`config.mk`:
```
export PLATFORM = sky130hd
export DESIGN_NAME = logs_nco_bank
export DESIGN_NICKNAME = d
export VERILOG_FILES = /design/src/rtl/logs_nco_bank.sv
export SDC_FILE = /design/constraint.sdc
export NUM_CORES = 1
export LEC_CHECK = 0
export ABC_AREA = 1
export CAP_MARGIN = 5
export CORE_AREA = 2 2 89 91
export CTS_CLUSTER_SIZE = 16
export DETAILED_ROUTE_END_ITERATION = 8
export DIE_AREA = 0 0 91 93
export PLACE_DENSITY = 0.84
export SKIP_LAST_GASP = 1
export SLEW_MARGIN = 5
export SYNTH_ARGS = -nofsm -noshare
export SYNTH_HDL_FRONTEND = slang
export SYNTH_SLANG_ARGS = --single-unit
export TNS_END_PERCENT = 30
```
`constraint.sdc`:
```
create_clock -name clk -period 1.75 [get_ports clk]
set_input_delay 0.525 -clock clk [delete_from_list [all_inputs] [get_ports clk]]
set_output_delay 0.525 -clock clk [all_outputs]
set_load 0.005 [all_outputs]
```
`src/rtl/logs_nco_bank.sv`:
```
// Multi-channel NCO bank: CH phase accumulators driving pulse outputs plus a registered popcount mix.
// Optional macro LOGS_NCO_DUTY_EN adds per-channel duty registers (otherwise fixed 50% from the phase MSB).
module logs_nco_bank #(
   parameter  int N  = 8,
   parameter  int CH = 4,
   localparam int CW = (CH > 1) ? $clog2(CH) : 1,
   localparam int MW = $clog2(CH + 1)
) (
   input  logic          clk,
   input  logic          rst_n,
   input  logic          step,
   input  logic          wr_en,
   input  logic [CW-1:0] wr_ch,
   input  logic [1:0]    wr_sel,
   input  logic [N-1:0]  wr_data,
   output logic [CH-1:0] snd,
   output logic [MW-1:0] mix
);

   logic [N-1:0]  phase_q [CH];
   logic [N-1:0]  phase_d [CH];
   logic [N-2:0]  freq_q  [CH];
   logic [N-2:0]  freq_d  [CH];
`ifdef LOGS_NCO_DUTY_EN
   logic [N-1:0]  duty_q  [CH];
   logic [N-1:0]  duty_d  [CH];
`else
   logic          unused_wr_msb;
   assign unused_wr_msb = wr_data[N-1];
`endif
   logic [CH-1:0] en_q, en_d;
   logic [CH-1:0] snd_q, snd_d;
   logic [MW-1:0] mix_q, mix_d;
   logic [CH-1:0] hit, sync;
   logic          wr_ok;

   assign wr_ok = wr_en && (int'(wr_ch) < CH);

   always_comb begin
      en_d  = en_q;
      snd_d = snd_q;
      hit   = '0;
      sync  = '0;
      mix_d = '0;
      for (int unsigned i = 0; i < CH; i++) begin
         mix_d = mix_d + MW'(snd_q[i]);
      end
      for (int unsigned i = 0; i < CH; i++) begin
         phase_d[i] = phase_q[i];
         freq_d[i]  = freq_q[i];
`ifdef LOGS_NCO_DUTY_EN
         duty_d[i]  = duty_q[i];
`endif
         hit[i]  = wr_ok && (wr_ch == CW'(i));
         sync[i] = hit[i] && (wr_sel == 2'd2) && wr_data[1];
         if (hit[i] && (wr_sel == 2'd0)) freq_d[i] = wr_data[N-2:0];
`ifdef LOGS_NCO_DUTY_EN
         if (hit[i] && (wr_sel == 2'd1)) duty_d[i] = wr_data;
`endif
         if (hit[i] && (wr_sel == 2'd2)) en_d[i] = wr_data[0];
         // Sync beats stepping; a disabled channel is silenced even without a step.
         if (sync[i]) begin
            phase_d[i] = '0;
            snd_d[i]   = 1'b0;
         end else if (!en_q[i]) begin
            snd_d[i]   = 1'b0;
         end else if (step) begin
`ifdef LOGS_NCO_DUTY_EN
            snd_d[i]   = (phase_q[i] >= duty_q[i]);
`else
            snd_d[i]   = phase_q[i][N-1];
`endif
            phase_d[i] = phase_q[i] + {1'b0, freq_q[i]};
         end
      end
   end

   always_ff @(posedge clk or negedge rst_n) begin
      if (!rst_n) begin
         for (int unsigned i = 0; i < CH; i++) begin
            phase_q[i] <= '0;
            freq_q[i]  <= '0;
`ifdef LOGS_NCO_DUTY_EN
            duty_q[i]  <= {1'b1, {(N-1){1'b0}}};
`endif
         end
         en_q  <= '1;
         snd_q <= '0;
         mix_q <= '0;
      end else begin
         for (int unsigned i = 0; i < CH; i++) begin
            phase_q[i] <= phase_d[i];
            freq_q[i]  <= freq_d[i];
`ifdef LOGS_NCO_DUTY_EN
            duty_q[i]  <= duty_d[i];
`endif
         end
         en_q  <= en_d;
         snd_q <= snd_d;
         mix_q <= mix_d;
      end
   end

   assign snd = snd_q;
   assign mix = mix_q;

endmodule

```
Word-level counts from Yosys, hierarchy flattened
Index checks and enable logic that the tools add are counted.

word-level totals
  register bits after elaboration = 71
  output and inout bits = 7
  word-level logic and storage cells = 86

cells by class
  add/subtract/negate cells = 7
  equal/unequal tests = 8
  muxes and demuxes = 24
  reduce and logical (&&, ||, !) cells = 30

operators with widths
  kind                                                              number
  8-bit 2-to-1 mux                                                  12
  8-bit by 7-bit adder with 8-bit output                            4
  1-bit logical AND                                                 16
  2-bit nonzero test                                                8
  1-bit 2-to-1 mux                                                  12
  3-bit by 2-bit != test with 1-bit output (second input constant)  4
  2-bit AND reduction                                               4
  2-bit == test (second input constant)                             3
  2-bit logical NOT                                                 2
  2-bit by 1-bit adder with 3-bit output                            1
  3-bit by 1-bit adder with 3-bit output                            1
  1-bit by 1-bit adder with 2-bit output                            1
  2-bit by 1-bit == test with 1-bit output (second input constant)  1

Logic depth before layout (Yosys ltp)
  depth in word-level cells = 6
  gate-level depth with buffers = 9

Worst setup path after synthesis
Ideal clock, no wire load.

  kind = reg-to-reg
  start point = reg snd_q[0], in the netlist snd[0]
  end point = reg mix_q[1], in the netlist mix[1]
  data arrival time = 1.393 ns
  data required time = 1.624 ns
  path slack = 0.231 ns
  cell stages (with the launch flop) = 6
  path buffers = 0
  clock period less this slack = 1.519 ns
  cells stage by stage = dfrtp_1 -> inv_1 -> fa_1 -> inv_1 -> ha_1 -> ha_1

between the ends
  cells in the longest elaborated chain, start to end = 3

ends and longest elaborated chain
  item                                    RTL line  RTL
  start: declaration                      32        logic [CH-1:0] snd_q, snd_d;
  start signal: assignment                99        snd_q <= snd_d;
  1-bit by 1-bit adder with 2-bit output  46        mix_d = mix_d + MW'(snd_q[i]);
  2-bit by 1-bit adder with 3-bit output  46
  3-bit by 1-bit adder with 3-bit output  46
  named net mix_d[1]                      33        logic [MW-1:0] mix_q, mix_d;
  end signal: assignment                  100       mix_q <= mix_d;
  end: declaration                        33

The timed path passes the listed nets, and every way through them passes these cells.
A chain may end at the register's enable or synchronous reset.

Worst setup path in the final report
  start point = reg snd_q[2], in the netlist snd[2]
  end point = out snd[2]

RTL lines
  item              RTL line  RTL
  end: declaration  16        output logic [CH-1:0] snd,

No word-level cell between the ends.

==> reports/metrics.cfg <==
[worst_setup_path]
cell_by_cell_trace_of_the_critical_path = clkdlybuf4s50_1
worst-endpoint-required_ns = 1.22
critical_path.top_delay_family = buffers and inverters
crit-reg2reg-capture = phase_q[30]$_DFFE_PN0P_
worst_setup_path_startpoint = snd[2]$_DFFE_PN0P_
worstSetupEndpointType = output port
path_max_fanout = 3
worst_path_buf_inv = 1
rr_worst_depth = 8
crit_path_start_kind = register
worst-path-stages = 1
reg2reg_from = phase_q[24]$_DFFE_PN0P_
critical_path.endpoint = snd[2]
crit_arrival_ns = 1.23
r2r_setup_slack_ns = 0.07
crit_slowest_cell = clkdlybuf4s50_1
setup.worst_path.class = register to output port
max_stage_delay_ns = 0.52

[synthesis]
yosys_warnings = 0
postSynthNetCount = 537
ys_top_cells_by_area = dfrtp_1, nand2_1, ha_1
synth-async-reset-ratio = 1.00
synth_enable_flop_cells = 0
synth.lib_cells_used.distinct = 26
synth_top_area_share = 0.418
synth.avg_cell_area_um2 = 8.26
postSynthRegisterBits = 71
synthesis.area_um2 = 4010
netlist_instances = 486
yosysSeqAreaShare = 0.444
synth_area_leader_cell = dfrtp_1
synth-main-ff-cell = dfrtp_1

[timing]
setup_ws_ns = -0.00412
setup_viol_count_final = 1
report.final.slew_viol_count = 0
fin_skew_ns = 0.00831
final.min_clock_period_ns = 1.75
finalHoldViolCount = 0
fin_tns_setup_ns = -0.00412
timing.max_slew.rel_slack = 0.737
worst_pin_slew_ns = 0.395
unrepaired_setup_endpoints_after_global_routing = true
timing.final.crit_share = 1.00
maxClockFrequency_ghz = 0.570
whs_ns = 0.160

[final_layout]
fillCellCount = 644
sequential_cell_area_um2 = 1780
layout_common_cells = nand2_1, dfrtp_1, inv_1
post_route_cells_drive_above_1_share = 0.140
multi_input_comb_area_um2 = 1970
n_antenna_cell = 0
flow.area_growth_from_synthesis_pct = 17.7
design.final.nets = 590
layout.cells.most_common = nand2_1

[outcome]
status = complete, but fails checks
violations = negative setup slack

[routing]
routed_via_density = 5.17
iteration_0_drc_markers = 232
met2_wire_length_um = 4500
route.met3.wl_um = 358
vias = 3341
dr.pass1.iters = 4
drc = 0
number_of_nets_with_antenna_violations_after_detailed_routing = 0
drt-wirelength-per-cell_um = 13.7
maxUsedRoutingLayer = met4
route.layer.met1.wl_um = 3780
wirelength_um = 8830

[floorplanning]
placementRows = 32
die_x_um = 91
num_io_pins = 23
fp.dieArea_um2 = 8460
core_um2 = 7530
die_y_um = 93
starting_density = 0.533

[job]
max_cap_viol_count = 0

[clocking]
path_clk_slew_ns = 0.08
ctsLongestPathBuffers = 2
tritoncts = done
cts.root.buffer_cell = clkbuf_8
cts_inserted_buffers = 9
cts-htree-levels = 3
cts_num_sinks = 71
worst_skew_pair.late_latency_ns = 0.36

[power]
power.static_leakage_nw = 2.61
irDropWorstVdd_uv = 803
cellPowerDensity_nw_per_um2 = 1390

[place]
hpwl_um = 6490
finalWeightedCongestion = 0.883
io_buffer_count = 21

[global_routing]
grt.overflow.total = 0
grt_pass1_vias = 3511
pin_count_of_the_biggest_net_entering_global_routing = 72
grt_use_total = 0.229
grt_antenna_before_repair = 0
grt_pass1_wl_um = 15400

[worst_hold_path]
timing.hold.worst.class = input port to async pin

-- flip-flops by register name, indices dropped and copies added (netlist names) --
signal,count
mix,3
freq_q,28
en_q,4
phase_q,32
snd,4
-- final cells by class --
cell class,count,area share
Clock buffer,10,0.0291
Clock inverter,6,0.0127
Inverter,59,0.0469
Multi-Input combinational cell,351,0.418
Sequential cell,71,0.377
Tap cell,102,0.0270
Timing Repair Buffer,47,0.0893
-- synth_stat cells (3+ instances only) --
cell type  count
nand3_2        3
nand3_1       30
a31oi_1        3
fa_1           5
o21ai_0       21
dfrtp_1       67
xnor2_1       10
nor2_1        13
o21ai_1        8
nand3b_1       7
nand2_2        5
dfstp_2        4
a21oi_1       19
nand2_1      176
ha_1          30
o21ai_2       13
inv_1         57
-- power breakdown --
part           internal, W  leakage (nW)  switching, W
clock network     0.000689        0.0981      0.000628
registers          0.00219         0.895      0.000377
logic              0.00117          1.61       0.00149
total              0.00405          2.61       0.00249
-- worst register-to-register path, delay by kind of cell (launching register included) --
kind / cells / cell delay (ns)
adders and majority gates: 2 / 0.64
and+or+nand+nor: 6 / 0.54
DFF: 1 / 0.39
-- per-stage QoR --
step	std cells	total power (W)	utilization	area, um^2	setup WS (ns)
after CTS	643	0.00654	0.623	4690	-0.0343
final	646	0.00654	0.627	4720	-0.00412
after global routing	646	0.00708	0.627	4720	-0.0517
after detailed placement	624	0.00519	0.594	4470	-0.308
after floorplan	486	0.00445	-	4010	0.231
after global placement	624	0.00498	0.594	4470	-0.239
-- per-layer routing --
metal  up-vias  GRT usage
met4         0     0.0884
met3        18     0.0475
met5         -          0
met2        80      0.415
met1      1587      0.266
li1       1656          -
-- what timing repair did --
action,4_1_cts,5_1_grt
setup buffers,3,2
endpoints found under the setup margin,4,22
endpoints found under the hold margin,0,0
pin swaps,0,0
hold buffers,0,0
gates resized for setup,0,3
cloned,0,1
-- worst min path at each step --
stage	endpoint	slack, ns	startpoint
finish	phase_q[22]$_DFFE_PN0P_	0.16	rst_n
CTS	phase_q[20]$_DFFE_PN0P_	0.20	rst_n
detailed placement	phase_q[24]$_DFFE_PN0P_	0.48	phase_q[24]$_DFFE_PN0P_
global placement	phase_q[24]$_DFFE_PN0P_	0.46	phase_q[24]$_DFFE_PN0P_
global route	phase_q[20]$_DFFE_PN0P_	0.22	rst_n
floorplan	freq_q[0]$_DFFE_PN0P_	0.23	rst_n
-- cells by family after synthesis --
logic type / count (synthesis) / share of synthesized area
flip-flops: 71 / 0.444
adder cells (fa/ha/maj): 35 / 0.118
AND/OR/NAND/NOR: 240 / 0.253
AO/OA/AOI/OAI: 64 / 0.0929
buffers and inverters: 64 / 0.0652
XOR/XNOR: 12 / 0.0262
Note: power is estimated with default switching activity, not from simulation.
==> edit, RTL diff (config.mk and constraints unchanged) <==
Put one more register stage on the output `snd`, cleared by the reset. The value now appears one clock later. The other outputs are not delayed to match.
--- a/src/rtl/logs_nco_bank.sv
+++ b/src/rtl/logs_nco_bank.sv
@@ -103,3 +103,9 @@
 
-   assign snd = snd_q;
+   always_ff @(posedge clk or negedge rst_n) begin
+      if (!rst_n) begin
+         snd <= '0;
+      end else begin
+         snd <= snd_q;
+      end
+   end
    assign mix = mix_q;
Check against the original RTL: not equivalent (a bounded check fails within 10 cycles, from zero or initial values and one cycle with rst_n low).
==> edit against the unedited design <==
Via count decreased by 1.3%. Maximum frequency increased by 1.4%. Worst setup slack improved by 0.025 ns. Power decreased by 0.27%. Synthesized cell count increased by 0.82%. Area after synthesis increased by 1.2%. Cell count decreased by 0.46%. Design area decreased by 0.29%. Sequential power increased by 4%. Routed wire length decreased by 3.6%. Sequential cell count increased by 4. Combinational power decreased by 3%. Largest power group is now registers. Critical path type unchanged. Clock skew decreased by 0.0033 ns.
==> edit: results (changes against the unedited design) <==
| Metric | Value |
|---|---|
| Status | `completed (was finished with violations)` |
| Hpwl dp | `6171 um (was 6488 um)` |
| Largest net degree at the start of global routing | `76 (was 72)` |
| Synth Area in Adders | `0.1171 (was 0.1185)` |
| M2 GR Usage | `0.3889 (was 0.4154)` |
| Max incr delay on CP | `0.50 ns (was 0.52 ns)` |
| WL met1 | `3825 um (was 3777 um)` |
| Clock slew at reported path FFs | `0.07 ns` |
| Share of layout cells above drive strength 1 | `0.1091 (was 0.1397)` |
| Initial drt markers | `188 (was 232)` |
| Initial antenna violation count | `0 (unchanged)` |
| WP data arrival | `1.20 ns (was 1.23 ns)` |
| Sequential area share after synthesis | `0.4635 (was 0.4440)` |
| Maximum vdd drop | `0.5550 mV (was 0.8032 mV)` |
| Clock Skew | `0.005036 ns (was 0.008311 ns)` |
| Nets | `588 (was 590)` |
| Met3 GRT Util | `0.04110 (was 0.04754)` |
| Dominant cells by area after synthesis | `dfrtp_1 (44%), nand2_1 (17%), ha_1 (9.2%), inv_1 (4.3%), nand3_1 (3.5%) (was dfrtp_1 (42%), nand2_1 (16%), ha_1 (9.4%), inv_1 (5.3%), nand3_1 (3.7%))` |
| Worst hold slack | `0.1658 ns (was 0.1598 ns)` |
| Slew headroom | `0.7270 (was 0.7368)` |
| R2R setup slack | `0.11 ns (was 0.07 ns)` |
| Worst-case clock buffer depth | `2 (unchanged)` |
| Post-synthesis mux area share | `0 (unchanged)` |
| XOR/XNOR Fraction of Synth Area | `0.02589 (was 0.02619)` |
| Cell variety after synth | `24 (was 26)` |
| First-pass GRT wire length | `14880 um (was 15370 um)` |
| Leakage | `2.552 nW (was 2.606 nW)` |
| Met2 wire length | `4211 um (was 4503 um)` |
| Syn Nets | `541 (was 537)` |
| Met1 GRT Util | `0.2689 (was 0.2655)` |
| Synth top cells by count | `nand2_1 (179), dfrtp_1 (71), inv_1 (47) (was nand2_1 (176), dfrtp_1 (67), inv_1 (57))` |
| Synth Area in Compound Gates | `0.08105 (was 0.09292)` |
| Placed instance area | `4531 um2 (was 4468 um2)` |
| GRT Total Usage | `0.2234 (was 0.2287)` |
| # Post-CTS Setup Buffers | `0 (was 3)` |
| Crit path max fanout | `1 (was 3)` |
| GPL Wtd Cong | `0.8459 (was 0.8833)` |
| Met3 routed WL | `276 um (was 358 um)` |
| Leading registers by flop count | `phase_q x32, freq_q x28 (unchanged)` |
| Filler cells | `634 (was 644)` |
| DR vias | `3298 (was 3341)` |
| Number of global-route vias before repair | `3421 (was 3511)` |
## edit: cell types whose count changed after synthesis, moves of 3 or more
cell | unedited run | this run
inv_1 | 57 | 47
o21ai_2 | 13 | 0
inv_2 | 2 | 9
o21ai_1 | 8 | 27
nand2_2 | 5 | 1
o21ai_0 | 21 | 16
dfrtp_1 | 67 | 71
nand2_1 | 176 | 179
## edit: how the worst max path moves through the flow
stage	startpoint	to	slack, ns
floorplan	phase_q[24]$_DFFE_PN0P_	phase_q[30]$_DFFE_PN0P_	0.25
global placement	wr_sel[1]	phase_q[14]$_DFFE_PN0P_	-0.18
detailed placement	wr_en	phase_q[13]$_DFFE_PN0P_	-0.22
CTS	snd[3]$_DFF_PN0_	snd[3]	0.007
global route	snd[3]$_DFF_PN0_	snd[3]	-0.01
finish	snd[3]$_DFF_PN0_	snd[3]	0.02
## edit: logic make-up (layout without fill, tap and decap cells)
logic type	count (synthesis)	after routing
buf+inv	61	112
fa+ha+maj	35	35
flops	75	75
compound gates	65	65
xor+xnor	12	12
simple gates	242	242
## edit: final cells by class
cell class	instances	share of cell area
multi-input combinational	354	0.4127
sequential	75	0.3997
tap	102	0.02711
inverter	56	0.04465
clock buffer	12	0.02870
timing repair buffer	41	0.07866
clock inverter	3	0.008504
## edit: report_power, final
part	internal (mW)	total (mW)	switching, mW
combinational	1.15	2.59	1.44
sequential	2.30	2.68	0.380
clock	0.648	1.26	0.609
total	4.09	6.53	2.43
## edit: per-stage QoR
stage	power, mW	utilization	setup slack [ns]	std cells
final	6.527	0.6255	0.02078	643
after global placement	5.053	0.6019	-0.1782	628
after global routing	7.085	0.6255	-0.01184	643
after floorplan	4.541	-	0.2498	490
after CTS	6.537	0.6252	0.006719	643
after detailed placement	5.271	0.6019	-0.2239	628
